[src/rtl/axis_to_i2s_mc_tx.sv]
// rtl/axis_to_i2s_mc_tx.sv - multi-lane I2S transmitter fed by a tagged AXI-Stream sample input
// Per-channel FIFOs pop together once per frame; lanes share one SCLK/LRCLK pair.
module axis_to_i2s_mc_tx #(
    parameter int NUM_LANES  = 2,
    parameter int DATA_W     = 24,
    parameter int FIFO_DEPTH = 8,
    parameter int DIV_W      = 8,
    localparam int NUM_CH    = 2 * NUM_LANES
) (
    input  logic                 aud_mclk,
    input  logic                 aud_mrst,
    input  logic [31:0]          s_axis_aud_tdata,
    input  logic [2:0]           s_axis_aud_tid,
    input  logic                 s_axis_aud_tvalid,
    output logic                 s_axis_aud_tready,
    input  logic                 enable,
    input  logic [DIV_W-1:0]     sclk_div,
    input  logic [NUM_CH-1:0]    irq_en,
    input  logic [NUM_CH-1:0]    uflow_clr,
    output logic [NUM_CH-1:0]    uflow_status,
    output logic                 tid_err,
    output logic [NUM_CH-1:0]    fifo_empty,
    output logic                 irq,
    output logic                 lrclk_out,
    output logic                 sclk_out,
    output logic [NUM_LANES-1:0] sdata_out
);

    localparam int AW = $clog2(FIFO_DEPTH);

    typedef enum logic {ST_IDLE, ST_RUN} state_t;

    state_t              state_q, state_d;
    logic [DIV_W-1:0]    div_cnt_q, div_cnt_d;
    logic [DIV_W-1:0]    div_lat_q, div_lat_d;
    logic                sclk_q, sclk_d;
    logic                lrclk_q, lrclk_d;
    logic [5:0]          bit_cnt_q, bit_cnt_d;
    logic [31:0]         shift_q [NUM_LANES];
    logic [31:0]         shift_d [NUM_LANES];
    logic [DATA_W-1:0]   hold_q  [NUM_CH];
    logic [DATA_W-1:0]   hold_d  [NUM_CH];
    logic [DATA_W-1:0]   mem_q   [NUM_CH][FIFO_DEPTH];
    logic [DATA_W-1:0]   mem_d   [NUM_CH][FIFO_DEPTH];
    logic [AW:0]         wr_ptr_q [NUM_CH];
    logic [AW:0]         wr_ptr_d [NUM_CH];
    logic [AW:0]         rd_ptr_q [NUM_CH];
    logic [AW:0]         rd_ptr_d [NUM_CH];
    logic [NUM_CH-1:0]   uflow_q, uflow_d;
    logic                irq_q, irq_d;
    logic                tid_err_q, tid_err_d;

    logic [NUM_CH-1:0]   empty, full, push, uflow_set;
    logic                tid_ok, sel_full, accept, pop_evt;

    function automatic logic [31:0] to_slot(input logic [DATA_W-1:0] s);
        logic [31:0] slot;
        slot = '0;
        slot[31 -: DATA_W] = s;
        return slot;
    endfunction

    generate
        if (DATA_W < 32) begin : g_unused_hi
            logic unused_tdata_hi;
            assign unused_tdata_hi = ^s_axis_aud_tdata[31:DATA_W];
        end
    endgenerate

    // Input side: tready looks only at the current fill level, never at a same-cycle pop
    always_comb begin
        empty    = '0;
        full     = '0;
        push     = '0;
        sel_full = 1'b0;
        tid_ok   = ({1'b0, s_axis_aud_tid} < 4'(NUM_CH));
        for (int ch = 0; ch < NUM_CH; ch++) begin
            empty[ch] = (wr_ptr_q[ch] == rd_ptr_q[ch]);
            full[ch]  = (wr_ptr_q[ch][AW] != rd_ptr_q[ch][AW]) &&
                        (wr_ptr_q[ch][AW-1:0] == rd_ptr_q[ch][AW-1:0]);
            if (s_axis_aud_tid == 3'(ch)) sel_full = full[ch];
        end
        s_axis_aud_tready = !tid_ok || !sel_full;
        accept            = s_axis_aud_tvalid && s_axis_aud_tready;
        for (int ch = 0; ch < NUM_CH; ch++) begin
            push[ch] = accept && tid_ok && (s_axis_aud_tid == 3'(ch));
        end
        tid_err_d = tid_err_q || (accept && !tid_ok);
    end

    always_comb begin
        mem_d     = mem_q;
        uflow_set = '0;
        for (int ch = 0; ch < NUM_CH; ch++) begin
            wr_ptr_d[ch] = wr_ptr_q[ch] + {{AW{1'b0}}, push[ch]};
            rd_ptr_d[ch] = rd_ptr_q[ch] + {{AW{1'b0}}, pop_evt && !empty[ch]};
            hold_d[ch]   = hold_q[ch];
            if (push[ch]) mem_d[ch][wr_ptr_q[ch][AW-1:0]] = s_axis_aud_tdata[DATA_W-1:0];
            if (pop_evt) begin
                uflow_set[ch] = empty[ch];
                hold_d[ch]    = empty[ch] ? '0 : mem_q[ch][rd_ptr_q[ch][AW-1:0]];
            end
        end
        uflow_d = (uflow_q & ~uflow_clr) | uflow_set;
        irq_d   = |(uflow_q & irq_en);
    end

    always_comb begin
        state_d = state_q;
        case (state_q)
            ST_IDLE: if (enable)  state_d = ST_RUN;
            ST_RUN:  if (!enable) state_d = ST_IDLE;
            default:              state_d = ST_IDLE;
        endcase
    end

    // Bit clock, frame counter and per-lane shifters; shifting happens on SCLK falling events
    always_comb begin
        div_cnt_d = div_cnt_q;
        div_lat_d = div_lat_q;
        sclk_d    = sclk_q;
        lrclk_d   = lrclk_q;
        bit_cnt_d = bit_cnt_q;
        shift_d   = shift_q;
        pop_evt   = 1'b0;
        if (state_q == ST_IDLE) begin
            if (enable) begin
                div_cnt_d = '0;
                div_lat_d = sclk_div;
                sclk_d    = 1'b0;
                bit_cnt_d = 6'd63;
                lrclk_d   = bit_cnt_d[5];
            end
        end else if (!enable) begin
            div_cnt_d = '0;
            sclk_d    = 1'b0;
            lrclk_d   = 1'b0;
            bit_cnt_d = 6'd63;
            for (int l = 0; l < NUM_LANES; l++) shift_d[l] = '0;
        end else if (div_cnt_q == div_lat_q) begin
            div_cnt_d = '0;
            sclk_d    = !sclk_q;
            if (sclk_q) begin
                bit_cnt_d = bit_cnt_q + 6'd1;
                lrclk_d   = bit_cnt_d[5];
                pop_evt   = (bit_cnt_d == 6'd0);
                for (int l = 0; l < NUM_LANES; l++) begin
                    if (bit_cnt_d == 6'd1)       shift_d[l] = to_slot(hold_q[2*l]);
                    else if (bit_cnt_d == 6'd33) shift_d[l] = to_slot(hold_q[2*l+1]);
                    else                         shift_d[l] = {shift_q[l][30:0], 1'b0};
                end
            end
        end else begin
            div_cnt_d = div_cnt_q + DIV_W'(1);
        end
    end

    always_ff @(posedge aud_mclk) begin
        if (aud_mrst) begin
            state_q   <= ST_IDLE;
            div_cnt_q <= '0;
            div_lat_q <= '0;
            sclk_q    <= 1'b0;
            lrclk_q   <= 1'b0;
            bit_cnt_q <= 6'd63;
            uflow_q   <= '0;
            irq_q     <= 1'b0;
            tid_err_q <= 1'b0;
            for (int l = 0; l < NUM_LANES; l++) shift_q[l] <= '0;
            for (int ch = 0; ch < NUM_CH; ch++) begin
                wr_ptr_q[ch] <= '0;
                rd_ptr_q[ch] <= '0;
                hold_q[ch]   <= '0;
            end
        end else begin
            state_q   <= state_d;
            div_cnt_q <= div_cnt_d;
            div_lat_q <= div_lat_d;
            sclk_q    <= sclk_d;
            lrclk_q   <= lrclk_d;
            bit_cnt_q <= bit_cnt_d;
            uflow_q   <= uflow_d;
            irq_q     <= irq_d;
            tid_err_q <= tid_err_d;
            shift_q   <= shift_d;
            wr_ptr_q  <= wr_ptr_d;
            rd_ptr_q  <= rd_ptr_d;
            hold_q    <= hold_d;
        end
    end

    always_ff @(posedge aud_mclk) begin
        mem_q <= mem_d;
    end

    always_comb begin
        for (int l = 0; l < NUM_LANES; l++) sdata_out[l] = shift_q[l][31];
    end

    assign sclk_out     = sclk_q;
    assign lrclk_out    = lrclk_q;
    assign uflow_status = uflow_q;
    assign irq          = irq_q;
    assign tid_err      = tid_err_q;
    assign fifo_empty   = empty;

endmodule

[config.mk]
export PLATFORM = sky130hd
export DESIGN_NAME = axis_to_i2s_mc_tx
export DESIGN_NICKNAME = d
export VERILOG_FILES = /design/src/rtl/axis_to_i2s_mc_tx.sv
export SDC_FILE = /design/constraint.sdc
export NUM_CORES = 1
export LEC_CHECK = 0
export ABC_AREA = 1
export CORE_MARGIN = 10
export CORE_UTILIZATION = 37
export DETAILED_ROUTE_END_ITERATION = 10
export PLACE_DENSITY_LB_ADDON = 0.15
export SETUP_SLACK_MARGIN = 0.15
export SLEW_MARGIN = 0
export SYNTH_ARGS = -nofsm -noshare
export SYNTH_HDL_FRONTEND = slang
export SYNTH_SLANG_ARGS = --single-unit
[constraint.sdc]
create_clock -name aud_mclk -period 7 [get_ports aud_mclk]
set_input_delay 0.7 -clock aud_mclk [delete_from_list [all_inputs] [get_ports aud_mclk]]
set_output_delay 0.7 -clock aud_mclk [all_outputs]
set_load 0.03 [all_outputs]
==> impl_metrics.json, run 1 <==
{
  "status": "finished clean",
  "cp.arrival_ps": 3440,
  "pin_count": 70,
  "cp.required_ps": 6300,
  "hold_end": "shift_q[23]$_SDFFE_PP0P_",
  "crit_chain": "buf_4 > clkinv_1 > buf_4 > nand2_1 > nand4_1 > nor2_1 > nand2_1 > inv_1 > clkdlybuf4s50_1",
  "vias_per_cell": 4.96,
  "hp-start": "aud_mrst",
  "r2r_end": "mem_q[58]$_DFFE_PP_",
  "cp-startpoint": "rd_ptr_q[13]$_SDFF_PP0_",
  "place.gp.congestion": 0.752,
  "die-area_um2": 121000,
  "postSynth.topFlopCell": "edfxtp_1",
  "hold_viol_final": 0,
  "grt_use_total_pct": 16.5,
  "r2r-start": "rd_ptr_q[13]$_SDFF_PP0_",
  "num_vias": 26224,
  "h-tree-depth": 3,
  "leakagePower_nw": 16.1,
  "final_nets": 3878,
  "syn_nets": 3861,
  "portBuffers": 61,
  "setup_viol": 0,
  "drv_cap": 0,
  "antenna_found_initial": 3,
  "drive_gt1_share_pct": 7.97,
  "fmax_mhz": 241,
  "ant_nets": 0,
  "wl_mm": 101,
  "numCtsBuffers": 104,
  "grt-ovfl-total": 0,
  "core_area_um2": 106000,
  "period_needed_ps": 4140,
  "r2r_slack_ps": 2960,
  "fin_tns_setup_ps": 0,
  "wire_per_inst_um": 19.1,
  "clkLatencyLatePin_ps": 690,
  "grt_pass1_wl_mm": 155,
  "p_per_area_nw_per_um2": 263,
  "clock_path_buffers": 3,
  "final_max_slew_viol_count": 0,
  "slowest_stage": "clkdlybuf4s50_1",
  "cts_root_buffer": "clkbuf_16",
  "start_kind": "flop",
  "post_cts_buffers": 0,
  "rsz0062_at_grt": "no",
  "cts_tree": "yes",
  "clk_pin_slew_ps": 60,
  "drt-initial-drc-count": 1882,
  "crit_path_end_kind": "primary output",
  "num-fill-cells": 10175,
  "crit_fanout": 52,
  "drc": 0,
  "r2r_cells": 12,
  "ir_drop_v": 0.000204,
  "critical_path_class": "reg2out",
  "crit_path_max_incr_delay_ps": 720,
  "synth_edf_count": 768,
  "drt-pass1-iter-count": 5,
  "grt_pass1_vias": 25812,
  "die_w_um": 347,
  "skew_ps": 39.9,
  "critical_path_buf_inv_count": 5,
  "post_dp_cell_area_um2": 41700,
  "dp.cells": 5088,
  "place_hpwl_mm": 53.8,
  "synth_area_um2": 39600,
  "yosys_warnings": 0,
  "core.rowCount": 119,
  "worstMarginPinSlew_ps": 1150,
  "layout.cells.non_filler": 5285,
  "layout_common_cells": "nand2_1, edfxtp_1, nand3_1",
  "max_slew_margin_pct": 22.9,
  "postSynthAreaPerCell_um2": 10.5,
  "clock-sinks": 975,
  "hp-class": "in2reg",
  "final_area_um2": 45000,
  "whs_ps": 417,
  "async_flop_share_pct": 0,
  "mostFrequentLayoutCell": "nand2_1",
  "synth_cells": 3786,
  "ys_ff_latch": 975,
  "crit_family": "buffers and inverters",
  "die_y_um": 347,
  "p_total_w": 0.0118,
  "yosysSeqAreaShare_pct": 68.7,
  "holdPathStages": 2,
  "initial_core_util_pct": 37.5,
  "synthToLayoutAreaGrowth_pct": 13.6,
  "ys_types": 33,
  "grt_max_degree": 97,
  "hold_buffers": 0,
  "fin_crit_sh_pct": 59.2,
  "cts_resized": 0
}
## flip-flops by register name, indices dropped and copies added, names as in the netlist
register      cells
mem_q           768
lrclk_out         1
tid_err           1
hold_q           96
sclk_out          1
div_cnt_q         8
div_lat_q         8
bit_cnt_q         6
uflow_status      4
wr_ptr_q         16
sdata_out         2
rd_ptr_q         16
shift_q          46
irq               1
state_q           1
## layout make-up
class / count / area, um2 / area share, %
clock buffer: 150 / 2890 / 6.42
timing repair buffer: 148 / 1260 / 2.81
inverter: 100 / 375 / 0.834
multi-input combinational: 2474 / 11100 / 24.7
clock inverter: 42 / 343 / 0.762
tap: 1391 / 1740 / 3.87
sequential: 975 / 27200 / 60.5
antenna: 5 / 12.5 / 0.0278
## cell usage after synthesis, drive strengths merged, types with 10 or more instances
master  number  area [um2]
nand3      693        3490
xor2        10        87.6
nand2     1296        4890
nand4       49         307
xnor2       14         123
a21oi      172         898
ha          20         250
dfxtp      207        4140
nor2       184         766
o21ai       28         140
clkbuf     162         608
buf         75         408
inv         95         357
edfxtp     768       23100
## how the worst max path moves through the flow
stage                                end  slack, ps  cells after the start
finish                     fifo_empty[0]       2860                      9
global route           s_axis_aud_tready       2560                     10
CTS                        fifo_empty[0]       2750                      9
detailed placement  mem_q[629]$_DFFE_PP_       2920                     12
global placement     mem_q[66]$_DFFE_PP_       2960                     12
floorplan             mem_q[0]$_DFFE_PP_       3550                      8
## per-layer routing
layer	part of all wire [%]	vias up	GRT usage, %
met3	4.2	132	2.21
met2	48	484	27.9
met5	0	-	0
met4	2.6	0	4.61
met1	46	12591	22.0
li1	-	13017	-
## where the power goes
group / leakage [nW] / switching [W] / internal [W]
clock network: 1.58 / 0.00224 / 0.00301
registers: 8.58 / 0.00000941 / 0.00625
logic: 5.95 / 0.000232 / 0.0000671
total: 16.1 / 0.00248 / 0.00933
## metrics by stage
stage / utilization (%) / setup WS, ps
5_1_grt: 42.5 / 2560
3_3_place_gp: 39.5 / 2960
3_5_place_dp: 39.5 / 2920
4_1_cts: 42.5 / 2750
6_report: 42.5 / 2860
2_1_floorplan: - / 3550
## logic make-up after synthesis
| group | Yosys count | synth area share (%) |
|---|---|---|
| AND/OR/NAND/NOR | 2227 | 23.9 |
| flip-flops | 975 | 68.7 |
| buffers and inverters | 337 | 3.51 |
| AO/OA/AOI/OAI | 203 | 2.68 |
| XOR/XNOR | 24 | 0.531 |
| adder cells (fa/ha/maj) | 20 | 0.632 |
Note: power is estimated with default switching activity, not from simulation.
==> run 2, diff against run 1 <==
==> constraint.sdc (replaced) <==
create_clock -name aud_mclk -period 3.7 [get_ports aud_mclk]
set_input_delay 0.37 -clock aud_mclk [delete_from_list [all_inputs] [get_ports aud_mclk]]
set_output_delay 0.37 -clock aud_mclk [all_outputs]
set_load 0.03 [all_outputs]
==> impl_metrics.json, run 2 (same netlist as run 1, synthesis figures left out) <==
{
  "status": "finished clean",
  "start_kind": "flop",
  "holdPathStages": 2,
  "drive_gt1_share_pct": 8.84,
  "diodes": 0,
  "fin_tns_setup_ps": 0,
  "setup_ws_ps": 304,
  "fmax_mhz": 294,
  "largest-register": "mem_q",
  "drc": 0,
  "largestRegisters": "mem_q: 768 flops, hold_q: 96 flops, shift_q: 46 flops",
  "cts_resized": 0,
  "die-area_um2": 121000,
  "num_vias": 26367,
  "wire_per_inst_um": 19.4,
  "drv_cap": 0,
  "grt_pass1_wl_mm": 156,
  "hp-class": "in2reg",
  "p_seq_share_pct": 53.3,
  "core.rowCount": 119,
  "rsz0062_at_grt": "no",
  "max_slew_margin_pct": 22.9,
  "grt-ovfl-total": 0,
  "fin_crit_sh_pct": 91.8,
  "cts_tree": "yes",
  "leakagePower_nw": 16.3,
  "ir_drop_v": 0.000416,
  "clock-sinks": 975,
  "skew_ps": 28.1,
  "hold_buffers": 0,
  "worstMarginPinSlew_ps": 1160,
  "power_frac_comb_pct": 2.6,
  "h-tree-depth": 3,
  "grt_pass1_vias": 25569,
  "layout_common_cells": "nand2_1, edfxtp_1, nand3_1",
  "core_area_um2": 106000,
  "swShare_pct": 21.1,
  "cp.arrival_ps": 3030,
  "largest_reg_flops": 768,
  "place.gp.congestion": 0.755,
  "place_hpwl_mm": 56.6,
  "post_dp_cell_area_um2": 42100,
  "pin_count": 70,
  "ant_nets": 0,
  "initial_core_util_pct": 37.5,
  "cts_root_buffer": "clkbuf_16",
  "dp_slack_ps": 553,
  "clock_path_buffers": 3,
  "clkLatencyLatePin_ps": 670,
  "wl_mm": 103,
  "switchingPower_w": 0.00469,
  "drt-initial-drc-count": 1963,
  "clk_pin_slew_ps": 60,
  "drt-pass1-iter-count": 5,
  "antenna_found_initial": 7,
  "mostFrequentLayoutCell": "nand2_1",
  "crit_fanout": 8,
  "die_w_um": 347,
  "post_cts_buffers": 0,
  "p_per_area_nw_per_um2": 491,
  "portBuffers": 61,
  "final_max_slew_viol_count": 0,
  "grt_max_degree": 149,
  "intPower_w": 0.0175,
  "r2r_cells": 9,
  "numCtsBuffers": 103,
  "hold_viol_final": 0,
  "pwr-share-clk_pct": 44.2,
  "grt_use_total_pct": 16.7,
  "setup_viol": 0,
  "synthToLayoutAreaGrowth_pct": 14.3,
  "post-route-util_pct": 42.8,
  "final_nets": 3909,
  "final_area_um2": 45300,
  "crit_path_end_kind": "primary output",
  "p_total_w": 0.0222,
  "vias_per_cell": 4.97,
  "die_y_um": 347,
  "critical_path_class": "reg2out",
  "cp.required_ps": 3330,
  "period_needed_ps": 3400
}
run 2: layout make-up:
class | instances | area (um2)
Fill cell | 10184 | 60500
Sequential cell | 975 | 27200
Multi-Input combinational cell | 2474 | 11100
Clock buffer | 129 | 2750
Tap cell | 1391 | 1740
Timing Repair Buffer | 180 | 1610
Clock inverter | 58 | 424
Inverter | 100 | 375
run 2: worst max-delay path, cell delays in order, from the launching register on:
cell             delay (ps)
dfxtp_1                 490
xnor2_1                 160
nand2_1                  70
nor2_1                  450
nand2_1                 100
inv_1                   340
clkdlybuf4s50_1         760
run 2: final timing paths:
kind	start	to	slack, ps
setup reg to reg	rd_ptr_q[1]$_SDFF_PP0_	mem_q[478]$_DFFE_PP_	700
hold / removal	aud_mrst	hold_q[37]$_SDFFE_PP0P_	80
setup / recovery	wr_ptr_q[5]$_SDFF_PP0_	fifo_empty[2]	300
hold reg to reg	shift_q[11]$_SDFFE_PP0P_	shift_q[11]$_SDFFE_PP0P_	460
run 2: per-layer routing:
layer,up-vias,part of all wire (%),track usage [%]
li1,13079,-,-
met2,455,47,27.7
met4,0,2.6,4.93
met3,130,4.6,2.26
met5,-,0,0
met1,12703,46,22.6
run 2: per-stage QoR:
stage	std cells	hold WS, ps
6_report	5307	83.9
3_5_place_dp	5120	455
3_3_place_gp	5120	452
5_1_grt	5307	64.9
2_1_floorplan	3786	443
4_1_cts	5307	35.1
run 2: power by group through the flow:
stage	sequential [W]	combinational (W)	clock, W
2_1_floorplan	0.0121	0.000223	0
3_3_place_gp	0.0121	0.000575	0
3_5_place_dp	0.0121	0.000580	0
4_1_cts	0.0118	0.000581	0.0101
5_1_grt	0.0118	0.000631	0.0105
6_report	0.0118	0.000574	0.00982
